===== config.mk =====
export PLATFORM = sky130hd
export DESIGN_NAME = prio_encoder_8to3_seq
export DESIGN_NICKNAME = d
export VERILOG_FILES = /design/src/rtl/enc_pkg.sv /design/src/rtl/prio_pick.sv /design/src/rtl/prio_encoder_8to3_seq.sv
export SDC_FILE = /design/constraint.sdc
export NUM_CORES = 1
export LEC_CHECK = 0
export ABC_AREA = 0
export BUFFER_PORTS_ARGS = -buffer_cell sky130_fd_sc_hd__buf_2
export CAP_MARGIN = 15
export CORE_AREA = 2 2 39 41
export CTS_BUF_LIST = sky130_fd_sc_hd__clkbuf_2 sky130_fd_sc_hd__clkbuf_4 sky130_fd_sc_hd__clkbuf_8
export CTS_CLUSTER_DIAMETER = 60
export CTS_CLUSTER_SIZE = 20
export DETAILED_ROUTE_END_ITERATION = 12
export DIE_AREA = 0 0 41 43
export PLACE_DENSITY = 0.85
export SETUP_SLACK_MARGIN = 0.5
export SYNTH_ARGS = -nofsm -noshare
export SYNTH_HDL_FRONTEND = slang
export SYNTH_SLANG_ARGS = --single-unit

===== constraint.sdc =====
create_clock -name clk -period 1.3 [get_ports clk]
set_input_delay 0.195 -clock clk [delete_from_list [all_inputs] [get_ports clk]]
set_output_delay 0.195 -clock clk [all_outputs]
set_load 0.02 [all_outputs]

===== src/rtl/enc_pkg.sv =====
// Shared constants and helpers for the registered priority encoder.
package enc_pkg;

  localparam int DEF_WIDTH  = 8;
  localparam int DEF_CODE_W = $clog2(DEF_WIDTH);

  function automatic int code_w(input int w);
    return $clog2(w);
  endfunction

  // Wide one-hot; callers size-cast down to their own WIDTH.
  function automatic logic [63:0] onehot_of(input int unsigned idx);
    return 64'd1 << idx;
  endfunction

endpackage


===== src/rtl/prio_pick.sv =====
// Combinational search of pend, walking downward from start with wrap-around.
module prio_pick #(
  parameter int WIDTH  = 8,
  parameter int CODE_W = 3
) (
  input  logic [WIDTH-1:0]  pend,
  input  logic [CODE_W-1:0] start,
  output logic              found,
  output logic [CODE_W-1:0] idx
);

  logic [CODE_W-1:0] j;

  // WIDTH is a power of two, so CODE_W-bit subtraction wraps 0 -> WIDTH-1.
  always_comb begin
    found = 1'b0;
    idx   = '0;
    j     = '0;
    for (int k = 0; k < WIDTH; k++) begin
      j = start - CODE_W'(k);
      if (!found && pend[j]) begin
        found = 1'b1;
        idx   = j;
      end
    end
  end

endmodule


===== src/rtl/prio_encoder_8to3_seq.sv =====
// Registered 8-to-3 encoder with request accumulation and valid/ready output.
// Define ROUND_ROBIN_EN for rotating priority; default is highest index first.
module prio_encoder_8to3_seq
  import enc_pkg::*;
#(
  parameter int WIDTH = DEF_WIDTH
) (
  input  logic                     clk,
  input  logic                     rst,
  input  logic                     en,
  input  logic [WIDTH-1:0]         req_in,
  output logic [code_w(WIDTH)-1:0] code_out,
  output logic                     code_valid,
  input  logic                     code_ready,
  output logic [WIDTH-1:0]         pend,
  output logic                     idle
);

  localparam int CODE_W = code_w(WIDTH);

  logic              slot_free, found, grant;
  logic [CODE_W-1:0] start, pick_idx;
  logic [WIDTH-1:0]  grant_mask;

  prio_pick #(.WIDTH(WIDTH), .CODE_W(CODE_W)) u_pick (
    .pend  (pend),
    .start (start),
    .found (found),
    .idx   (pick_idx)
  );

  assign slot_free  = !code_valid || code_ready;
  assign grant      = slot_free && found;
  assign grant_mask = grant ? WIDTH'(onehot_of(32'(pick_idx))) : '0;
  assign idle       = (pend == '0) && !code_valid;

`ifdef ROUND_ROBIN_EN
  logic [CODE_W-1:0] last_grant;

  always_ff @(posedge clk) begin
    if (rst)        last_grant <= '0;
    else if (grant) last_grant <= pick_idx;
  end

  // last_grant itself is visited last in the downward walk.
  assign start = last_grant - CODE_W'(1);
`else
  assign start = CODE_W'(WIDTH - 1);
`endif

  always_ff @(posedge clk) begin
    if (rst) begin
      pend       <= '0;
      code_out   <= '0;
      code_valid <= 1'b0;
    end else begin
      // A fresh request on the granted line re-sets it after the clear.
      pend <= (pend & ~grant_mask) | (en ? req_in : '0);
      if (slot_free) begin
        code_valid <= found;
        if (found) code_out <= pick_idx;
      end
    end
  end

endmodule


==> results.txt, run 1 <==
----------------------------------------------------
[Status]
  Result of the run ... complete, but fails checks
  Violations in the final reports ... setup timing

[Placed design]
  Worst setup timing slack at the placement stage ... approximately 7.3 ps
  Detailed-placement wirelength estimate ... just over 1000 µm
  Number of input and output port buffers inserted ... 24
  Final RePlAce weighted congestion ... between 0.7 and 0.8
  Area post-placement ... between 700 and 800 µm²
  Placed cell count ... between 100 and 150

[Worst setup path]
  Required time at the endpoint of the critical path ... 1110 ps
  Critical setup path kind ... reg -> out
  Highest fanout seen on the critical path ... 4
  R2R Setup Slk ... -90 ps
  Data arrival time of the critical path ... about 1300 ps
  CP startpoint kind ... flop
  Worst setup EP type ... output port
  Worst r2r path cells ... 6
  R2r endpoint ... pend[0]
  Worst flop-to-flop path startpoint ... pend[5]

[STA]
  Final-report max-slew violation count ... 0
  Sum of negative setup slack ... -479.4 ps
  Final cycle utilization of the critical path ... 112.0%
  Worst-Margin Slew ... ~360 ps
  Max transition margin ... 76.06%
  Final hold vios ... 0
  Setup repair after global routing missed its margin ... true
  Final WS setup ... -155.4 ps
  Post-layout min period ... ~1500 ps
  Number of failing setup endpoints in the final timing report ... 7
  Top achievable clock speed ... 687.1 MHz
  Final worst clock skew ... approximately 6.7 ps

[Route]
  Initial drt markers ... 20
  Routed wire length ... slightly above 2000 µm
  Vias ... 652
  DRC errors left ... 0
  Vias per std cell ... ~5.6
  Average wire per cell in the routed design ... approximately 18 µm
  1st-pass router iterations ... 4
  Remaining number of nets flagged by the antenna check after routing ... 0

[GRT]
  Number of global-route vias before repair ... approximately 610
  Global route overflow ... 0
  Largest net degree at the start of global routing ... 13
  GR Util All Layers ... a little over a fifth
  Antenna violations before repair ... 0
  Global-route wire length before repair ... about 2600 µm

[Floorplan]
  Core region area ... 1384 µm²
  Initial core utilization ... about two fifths
  Overall die width ... roughly 41 µm
  Number of rows in the core area ... 14
  DIE HEIGHT ... roughly 43 µm
  Area of the die ... about 1800 µm²
  I/O pin count ... 25

[Logic synthesis]
  Synth warn ... 0
  Cell count after synthesis ... 60
  Count of cell types in the netlist ... 21
  Async set or reset register ratio after synthesis ... 0%
  Per-instance average area after synthesis ... 8.779 µm²
  Leading post-synthesis cells by cell area ... dfxtp_1 (46%), a22oi_1 (7.1%), nor2_1 (7.1%)
  Largest area contributor in the synthesized netlist ... dfxtp_1
  Synth Net Count ... roughly 70
  Total of flip-flops plus latches after synthesis ... 12
  Area fraction of the dominant cell type after synthesis ... approximately 46%
  Number of enable flip-flop cells after synthesis ... 0
  Dominant register cell in the synthesized netlist ... dfxtp_1
  Total standard cell area after synthesis ... 526.8 µm²
  Proportion of synthesized chip area in sequential cells ... about 46%

[Cells and area]
  Synth-to-layout area growth ... 103.8%
  Post-layout instance count excluding filler cells ... roughly 120
  Fin nets ... 113
  Number of fill cells in the layout ... 84
  Number of antenna cells inserted ... 0
  Finished layout cell area ... between 1000 and 1500 µm²
  Sequential cell area ... ~280 µm²
  Share of cells above drive strength 1 ... between 70% and 80%
  Multi-input logic area ... between 400 and 500 µm²

[Clocking]
  Clk Tree Root Cell ... clkbuf_4
  TritonCTS buffer count ... 3
  CTS H-tree depth ... 1
  Num Clock Sinks ... 12
  Hold-fix buffers, CTS ... 0
  Clock transition at the registers of the reported paths ... about 90 ps
  CTS tree ... done
  Insertion delay of the later-clocked pin in the worst-skew pair ... 280 ps
  Buffers from clock root to sink, at most ... 2

[Min path]
  Path type of the worst min-delay path ... in -> reg
  Hold Path Depth ... 3
  Launch instance of the worst min-delay path ... req_in[4]
  Endpoint of the worst hold path ... pend[4]

[Power]
  Static leakage ... ~0.47 nW
  Peak supply drop ... 0.0005191 V
  Power per cell area ... approximately 1100 nW/µm²

[Job]
  Max_cap viols ... 0

----------------------------------------------------
-- where the power goes --
part | total, mW | leakage, nW | switching [mW] | internal [mW]
registers | 0.444 | 0.106 | 0.0460 | 0.398
clock network | 0.311 | 0.0210 | 0.141 | 0.171
logic | 0.442 | 0.338 | 0.209 | 0.234
-- repair_timing --
| action | 4_1_cts | 5_1_grt |
|---|---|---|
| endpoints found under the hold margin | 0 | 0 |
| endpoints found under the setup margin | 25 | 25 |
| gates resized for setup | 54 | 13 |
| setup buffers | 6 | 5 |
| pin swaps | 12 | 13 |
-- state kept, by name, summed over array words and instances, names as in the netlist --
| signal | flops |
|---|---|
| pend | 8 |
| code_out | 3 |
| code_valid | 1 |
-- worst max-delay path, stage by stage (launching register included) --
cell and delay (ps):
dfxtp_4 370, nor4_4 310, nand2_2 100, nor2_4 90, buf_6 110
-- placed cells by master (no fill, tap or decap), types with 4 or more instances in the layout --
| cell | count |
|---|---|
| buf_4 | 7 |
| nor2_1 | 8 |
| buf_6 | 20 |
| dfxtp_4 | 9 |
| nand2_1 | 4 |
| buf_2 | 11 |
| a22oi_2 | 5 |
-- worst max path at each step --
stage,startpoint,endpoint,slack (ps),cells after the start
final,pend[0],idle,-160,4
after global routing,pend[0],idle,-210,4
after CTS,pend[4],idle,-190,4
after detailed placement,pend[7],pend[0],7,5
after global placement,pend[7],idle,70,4
after floorplan,pend[7],idle,30,3
-- kinds of logic (layout without fill, tap and decap cells) --
logic type / Yosys count / in the layout / synth area share [%]
compound gates: 19 / 19 / 23.52
flops: 12 / 12 / 45.61
buf+inv: 2 / 42 / 1.426
simple gates: 27 / 27 / 29.45
-- Yosys cell counts, drive strengths merged, types with 2 or more instances --
| cell type | n |
|---|---|
| nor2 | 10 |
| clkbuf | 2 |
| a31oi | 2 |
| o21ai | 4 |
| nand2 | 6 |
| dfxtp | 12 |
| a21oi | 5 |
| nor4 | 2 |
| nand2b | 4 |
| a22oi | 5 |
-- metrics by stage --
step / power [mW] / utilization, % / hold WS [ps]
2_1_floorplan: 0.6094 / - / 264.7
3_3_place_gp: 0.6964 / 52.71 / 441.8
3_5_place_dp: 0.7036 / 52.71 / 442.9
4_1_cts: 1.113 / 71.25 / 146.2
5_1_grt: 1.234 / 77.58 / 156.3
6_report: 1.197 / 77.58 / 146.9
-- cell type report --
class	instances	share of cell area (%)
Clock buffer	4	3.380
Multi-Input combinational cell	46	37.88
Timing Repair Buffer	38	31.00
Sequential cell	12	25.87
Tap cell	16	1.865
-- layer usage --
metal	vias to the layer above	wire [µm]	GRT usage (%)
li1	301	-	-
met1	314	782	26.95
met2	29	1113	33.75
met3	8	103	6.283
met4	0	51	8.667
met5	-	0	0
No activity file was read; power rests on OpenSTA's default activity.
==> inputs of run 2 (changes only) <==
--- a/config.mk
+++ b/config.mk
@@ -15,6 +15,7 @@
 export DETAILED_ROUTE_END_ITERATION = 12
 export DIE_AREA = 0 0 41 43
 export PLACE_DENSITY = 0.85
+export RECOVER_POWER = 100
 export SETUP_SLACK_MARGIN = 0.5
 export SYNTH_ARGS = -nofsm -noshare
 export SYNTH_HDL_FRONTEND = slang
==> results.txt, run 2 (same netlist as run 1, synthesis figures left out) <==
----------------------------------------------------
[Status]
  Result of the run ... complete, but fails checks
  Violations in the final reports ... setup timing

[Power]
  Int Pwr ... 0.7936 mW (-1.0%)
  Combinational group share of total power ... 36.8% (about the same)
  Switching share of power ... 32.95% (-0.068 points)
  Static leakage ... 0.4547 nW (-2.3%)
  Reg power frac ... 37.1% (about the same)
  Net Switching ... 0.3900 mW (-1.3%)
  Peak supply drop ... 0.0005177 V (-0.28%)
  Power per cell area ... 1122 nW/µm² (+0.62%)
  Part of the total power dissipated in the clock network ... 26.1% (about the same)

[Worst setup path]
  Slowest cell on the critical path ... dfxtp_4
  Delay of the slowest cell on the worst path ... 370 ps (about the same)
  Worst setup EP type ... output port
  Chain of cells forming the critical path ... nor4_4 -> nand2_2 -> nor2_4 -> buf_6
  Critical setup path kind ... reg -> out
  CP startpoint kind ... flop
  Top delay family on crit path ... simple AND/OR/NAND/NOR gates
  Sum of buffers and inverters on the critical path ... 1 (unchanged)
  Data arrival time of the critical path ... 1260 ps (about the same)
  Required time at the endpoint of the critical path ... 1110 ps (about the same)
  Highest fanout seen on the critical path ... 4 (unchanged)

[Cells and area]
  Number of antenna cells inserted ... 0 (unchanged)
  Final core utilization ... 76.22% (-1.4 points)
  Register with the most flip-flops ... pend
  Commonest non-fill, non-tap cell in the layout ... buf_6
  Highest-count cells in the layout ignoring fill and taps ... buf_6 (20), buf_2 (11), dfxtp_4 (9)
  Share of cells above drive strength 1 ... 72.00% (-5.0 points)
  Synth-to-layout area growth ... 100.2%
  Max FFs per register ... 8 (unchanged)
  Biggest registers after layout ... pend: 8 flops, code_out: 3 flops, code_valid: 1 flops
  Fin nets ... 113 (unchanged)

[Clocking]
  Hold-fix buffers, CTS ... 0 (unchanged)
  CTS tree ... done
  TritonCTS buffer count ... 3 (unchanged)
  Insertion delay of the later-clocked pin in the worst-skew pair ... 280 ps (about the same)
  CTS H-tree depth ... 1 (unchanged)
  Clock transition at the registers of the reported paths ... 80 ps (about the same)
  Num Clock Sinks ... 12 (unchanged)
  Buffers from clock root to sink, at most ... 2 (unchanged)
  Clk Tree Root Cell ... clkbuf_4

[STA]
  Worst-Margin Slew ... 455.4 ps (+97.65 ps)
  Final worst clock skew ... 4.732 ps (-1.982 ps)
  Final cycle utilization of the critical path ... 111.9% (about the same)
  Final WS setup ... -154.7 ps (+0.7560 ps)
  Final-report max-slew violation count ... 0 (unchanged)
  Number of failing setup endpoints in the final timing report ... 8 (+1)
  Top achievable clock speed ... 687.4 MHz (about the same)
  Post-layout min period ... 1455 ps (-0.7560 ps)
  Final hold vios ... 0 (unchanged)
  Max transition margin ... 69.58% (-6.5 points)
  Setup repair after global routing missed its margin ... true
  Sum of negative setup slack ... -496.4 ps (-16.99 ps)

[GRT]
  Global route overflow ... 0 (unchanged)
  Largest net degree at the start of global routing ... 13 (unchanged)
  Number of global-route vias before repair ... 606 (unchanged)
  GR Util All Layers ... 21.75% (unchanged)
  Global-route wire length before repair ... 2608 µm (unchanged)
  Antenna violations before repair ... 0 (unchanged)

[Route]
  1st-pass router iterations ... 4 (unchanged)
  Vias ... 648 (-0.61%)
  Vias per std cell ... 5.586 (-0.61%)
  DRC errors left ... 0 (unchanged)
  Remaining number of nets flagged by the antenna check after routing ... 0 (unchanged)
  Initial drt markers ... 19 (-5.0%)
  Average wire per cell in the routed design ... 17.70 µm (+0.15%)
  Routed wire length ... 2053 µm (+0.15%)

[Placed design]
  Number of input and output port buffers inserted ... 24 (unchanged)
  Final RePlAce weighted congestion ... 0.7619 (unchanged)
  Detailed-placement wirelength estimate ... 1014 µm (unchanged)

[Min path]
  Path type of the worst min-delay path ... in -> reg

[Floorplan]
  Initial core utilization ... 38.07% (unchanged)
  DIE HEIGHT ... 43 µm (unchanged)
  I/O pin count ... 25 (unchanged)
  Area of the die ... 1763 µm² (unchanged)
  Core region area ... 1384 µm² (unchanged)
  Overall die width ... 41 µm (unchanged)
  Number of rows in the core area ... 14 (unchanged)

[Job]
  Max_cap viols ... 0 (unchanged)

----------------------------------------------------
## run 2: cell counts in the layout (fill, tap and decap cells not counted)
No cell type changed its count.
## run 2: through the flow
stage | hold WS, ps | cell area, µm² | instances | setup WS [ps] | total power, mW
after floorplan | 264.7 | 574.3 | 60 | 25.54 | 0.6094
after global placement | 441.8 | 729.5 | 101 | 70.97 | 0.6964
after detailed placement | 442.9 | 729.5 | 101 | 7.317 | 0.7036
after CTS | 146.2 | 985.9 | 111 | -191.4 | 1.113
after global routing | 156.3 | 1055 | 116 | -214.3 | 1.222
final | 149.3 | 1055 | 116 | -154.7 | 1.184
## run 2: repair_timing
item,in CTS,in global routing
gates resized for setup,54,13
pin swaps,12,13
setup endpoints to repair,25,25
buffers inserted,6,5
## run 2: layout make-up
cell class / instances / area, µm²
sequential: 12 / 274.0
fill: 89 / 329.1
multi-input combinational: 46 / 391.6
clock buffer: 4 / 36.28
timing repair buffer: 38 / 332.8
tap: 16 / 20.02
## run 2: metal layers
| metal | wire length, µm | global-route usage, % | vias to the layer above |
|---|---|---|---|
| met5 | 0 | 0 | - |
| met4 | 24 | 8.667 | 0 |
| met3 | 108 | 6.283 | 4 |
| met2 | 1139 | 33.75 | 27 |
| met1 | 780 | 26.95 | 318 |
| li1 | - | - | 299 |
## run 2: final timing paths
path | from | to | slack, ps | cells past startpoint
min | req_in[4] | pend[4] | 150 | 3
max reg2reg | pend[5] | pend[0] | -90 | 6
min reg2reg | pend[2] | pend[2] | 520 | 2
max | pend[0] | idle | -150 | 4
## run 2: power by group through the flow
stage / registers, mW / logic [mW] / clock network (mW)
2_1_floorplan: 0.483 / 0.127 / 0
3_3_place_gp: 0.445 / 0.251 / 0
3_5_place_dp: 0.447 / 0.256 / 0
4_1_cts: 0.441 / 0.368 / 0.304
5_1_grt: 0.443 / 0.458 / 0.321
6_report: 0.439 / 0.436 / 0.309
## run 2: worst min-delay path: cells and delay by family
kind,cells,cell delay (ps)
compound gates,1,60
simple gates,1,50
buf+inv,1,90
==> inputs of run 3 (changes only) <==
--- a/config.mk
+++ b/config.mk
@@ -5,16 +5,16 @@
 export SDC_FILE = /design/constraint.sdc
 export NUM_CORES = 1
 export LEC_CHECK = 0
-export ABC_AREA = 0
+export ABC_AREA = 1
 export BUFFER_PORTS_ARGS = -buffer_cell sky130_fd_sc_hd__buf_2
 export CAP_MARGIN = 15
-export CORE_AREA = 2 2 39 41
+export CORE_MARGIN = 1.5
+export CORE_UTILIZATION = 44
 export CTS_BUF_LIST = sky130_fd_sc_hd__clkbuf_2 sky130_fd_sc_hd__clkbuf_4 sky130_fd_sc_hd__clkbuf_8
 export CTS_CLUSTER_DIAMETER = 60
 export CTS_CLUSTER_SIZE = 20
 export DETAILED_ROUTE_END_ITERATION = 12
-export DIE_AREA = 0 0 41 43
-export PLACE_DENSITY = 0.85
+export PLACE_DENSITY = 0.88
 export RECOVER_POWER = 100
 export SETUP_SLACK_MARGIN = 0.5
 export SYNTH_ARGS = -nofsm -noshare
==> results.txt, run 3 <==
----------------------------------------------------
[Logic synthesis]
  Cell count after synthesis ... 91 (+52%)
  Area fraction of the dominant cell type after synthesis ... 37.50% (-8.1 points)
  Total of flip-flops plus latches after synthesis ... 12 (unchanged)
  Proportion of synthesized chip area in sequential cells ... 37.50% (-8.1 points)
  Most used standard cell by instance count after synthesis ... nand2_1
  Number of enable flip-flop cells after synthesis ... 0 (unchanged)
  Top post-synthesis cells by count ... nand2_1 (22), nor2_1 (14), dfxtp_1 (12)
  Per-instance average area after synthesis ... 7.040 µm² (-20%)
  Synth Net Count ... 103 (+43%)
  Async set or reset register ratio after synthesis ... 0% (unchanged)
  Total standard cell area after synthesis ... 640.6 µm² (+22%)
  Largest area contributor in the synthesized netlist ... dfxtp_1
  Synth warn ... 0 (unchanged)
  Dominant register cell in the synthesized netlist ... dfxtp_1
  Leading post-synthesis cells by cell area ... dfxtp_1 (38%), nand2_1 (13%), nor2_1 (8.2%)
  Count of cell types in the netlist ... 19 (-9.5%)

[Cells and area]
  Number of antenna cells inserted ... 0 (unchanged)
  Post-layout instance count excluding filler cells ... 141 (+22%)
  Highest-count cells in the layout ignoring fill and taps ... nand2_1 (21), buf_6 (16), buf_2 (11)
  Register with the most flip-flops ... pend
  Max FFs per register ... 8 (unchanged)
  Fin nets ... 139 (+23%)
  Biggest registers after layout ... pend: 8 flops, code_out: 3 flops, code_valid: 1 flops
  Finished layout cell area ... 1072 µm² (+1.7%)
  Commonest non-fill, non-tap cell in the layout ... nand2_1
  Share of cells above drive strength 1 ... 61.11% (-11 points)
  Synth-to-layout area growth ... 67.38%
  Final core utilization ... 80.39% (+4.2 points)

[Placed design]
  Area post-placement ... 817.0 µm² (+12%)
  Number of input and output port buffers inserted ... 24 (unchanged)
  Final RePlAce weighted congestion ... 0.8161 (+7.1%)
  Placed cell count ... 127 (+26%)
  Detailed-placement wirelength estimate ... 1044 µm (+2.9%)

[STA]
  Final hold vios ... 0 (unchanged)
  Final cycle utilization of the critical path ... 107.5% (-4.4 points)
  Post-layout min period ... 1397 ps (-57.69 ps)
  Final-report max-slew violation count ... 0 (unchanged)
  Max transition margin ... 81.77% (+12 points)
  Final WS setup ... -97.00 ps (+57.69 ps)
  Final worst clock skew ... 0.9625 ps (-3.769 ps)
  Top achievable clock speed ... 715.8 MHz (+4.1%)
  Number of failing setup endpoints in the final timing report ... 2 (-6)
  Worst-Margin Slew ... 273.5 ps (-181.9 ps)
  Setup repair after global routing missed its margin ... true

[Power]
  Combinational group share of total power ... 39.0% (+2.2 points)
  Peak supply drop ... 0.001116 V (+120%)
  Switching share of power ... 33.80% (+0.85 points)
  Static leakage ... 0.4887 nW (+7.5%)
  Power per cell area ... 1060 nW/µm² (-5.5%)
  Reg power frac ... 39.0% (+1.9 points)
  Int Pwr ... 0.7528 mW (-5.1%)
  Part of the total power dissipated in the clock network ... 22.0% (-4.1 points)
  Net Switching ... 0.3843 mW (-1.5%)

[Min path]
  Path type of the worst min-delay path ... in -> reg
  Launch instance of the worst min-delay path ... req_in[3]

[Floorplan]
  Initial core utilization ... 48.03% (+10 points)
  DIE HEIGHT ... 41.16 µm (-4.3%)
  Area of the die ... 1694 µm² (-3.9%)
  Overall die width ... 41.16 µm (+0.38%)
  Core region area ... 1334 µm² (-3.6%)
  Number of rows in the core area ... 13 (-1)
  I/O pin count ... 25 (unchanged)

[GRT]
  Number of global-route vias before repair ... 615 (+1.5%)
  Global-route wire length before repair ... 2615 µm (+0.27%)
  GR Util All Layers ... 23.80% (+2.1 points)
  Largest net degree at the start of global routing ... 14 (+1)
  Global route overflow ... 0 (unchanged)
  Antenna violations before repair ... 0 (unchanged)

[Route]
  1st-pass router iterations ... 4 (unchanged)
  Initial drt markers ... 23 (+4)
  Routed wire length ... 1748 µm (-15%)
  Vias per std cell ... 4.957 (-11%)
  Average wire per cell in the routed design ... 12.40 µm (-30%)
  DRC errors left ... 0 (unchanged)
  Vias ... 699 (+7.9%)
  Remaining number of nets flagged by the antenna check after routing ... 0 (unchanged)

[Worst setup path]
  Worst flop-to-flop path startpoint ... pend[2]
  Highest fanout seen on the critical path ... 4 (unchanged)
  Worst setup EP type ... output port
  CP startpoint kind ... flop
  Chain of cells forming the critical path ... nor2_4 -> nand2_2 -> nor2_4 -> inv_2 -> nor2_4 -> buf_6
  Required time at the endpoint of the critical path ... 1110 ps (about the same)
  CP Launch Point ... pend[2]
  Delay of the slowest cell on the worst path ... 370 ps (about the same)
  Slowest cell on the critical path ... dfxtp_4
  Data arrival time of the critical path ... 1200 ps (-60 ps)
  Critical setup path kind ... reg -> out
  Cell occurring most often along the worst timing path ... nor2_4

[Job]
  Max_cap viols ... 0 (unchanged)

[Clocking]
  Num Clock Sinks ... 12 (unchanged)
  Hold-fix buffers, CTS ... 0 (unchanged)
  CTS H-tree depth ... 1 (unchanged)
  Buffers from clock root to sink, at most ... 2 (unchanged)
  TritonCTS buffer count ... 3 (unchanged)
  Clk Tree Root Cell ... clkbuf_4
  Insertion delay of the later-clocked pin in the worst-skew pair ... 260 ps (-20 ps)
  Clock transition at the registers of the reported paths ... 70 ps (about the same)
  CTS tree ... done

[Status]
  Violations in the final reports ... setup timing
  Result of the run ... complete, but fails checks

----------------------------------------------------
run 3: changes by cell type after synthesis, moves of 3 or more:
cell	change
nand2_1	+16
inv_1	+10
nand2_2	+6
a22oi_1	-5
nand2b_1	-4
nor2_1	+4
a21oi_2	+3
run 3: final timing paths:
check / endpoint / slack (ps) / cells past startpoint
setup / recovery: idle / -100 / 6
hold / removal: pend[3] / 180 / 3
setup reg to reg: pend[1] / -10 / 9
hold reg to reg: code_out[0] / 500 / 2
run 3: critical path, delay by kind of cell (launching register included):
kind	cells	cell delay, ps
buf+inv	2	180
flops	1	370
simple gates	4	390
run 3: power groups by stage:
| stage | Combinational, mW | Clock [mW] | Sequential [mW] |
|---|---|---|---|
| after floorplan | 0.184 | 0 | 0.484 |
| after global placement | 0.289 | 0 | 0.441 |
| after detailed placement | 0.295 | 0 | 0.444 |
| after CTS | 0.412 | 0.258 | 0.440 |
| after global routing | 0.481 | 0.272 | 0.449 |
| final | 0.443 | 0.250 | 0.444 |
run 3: through the flow:
step / setup TNS (ps) / power [mW] / setup WS, ps / hold slack [ps]
after floorplan: 0 / 0.6681 / 158.4 / 333.7
after global placement: 0 / 0.7301 / 114.3 / 439.3
after detailed placement: 0 / 0.7393 / 94.78 / 447.0
after CTS: -63.10 / 1.110 / -63.10 / 169.3
after global routing: -720.5 / 1.203 / -146.5 / 191.2
final: -106.5 / 1.137 / -97.00 / 182.8
run 3: layout make-up:
class                   count  area, µm²
multi-input cells          65      406.6
repair buffers             34      300.3
flip-flops and latches     12      275.3
fillers                    79      261.5
inverters                  11      41.29
clock buffers               4      30.03
well taps                  15      18.77
run 3: logic make-up after synthesis:
| family | synth area share (%) |
|---|---|
| flip-flops | 37.50 |
| buffers and inverters | 9.375 |
| AND/OR/NAND/NOR | 40.63 |
| AO/OA/AOI/OAI | 12.50 |
run 3: routing by layer:
| layer | wire length, µm | global-route usage, % | up-vias |
|---|---|---|---|
| met1 | 778 | 27.01 | 319 |
| met4 | 35 | 8.065 | 0 |
| met3 | 74 | 8.152 | 4 |
| met5 | 0 | 0 | - |
| li1 | - | - | 351 |
| met2 | 860 | 41.02 | 25 |
run 3: what timing repair did:
item / CTS / global route
gates cloned: 0 / 0
resized for setup: 35 / 12
setup endpoints to repair: 25 / 25
buffers inserted: 9 / 1
pin swaps: 4 / 4
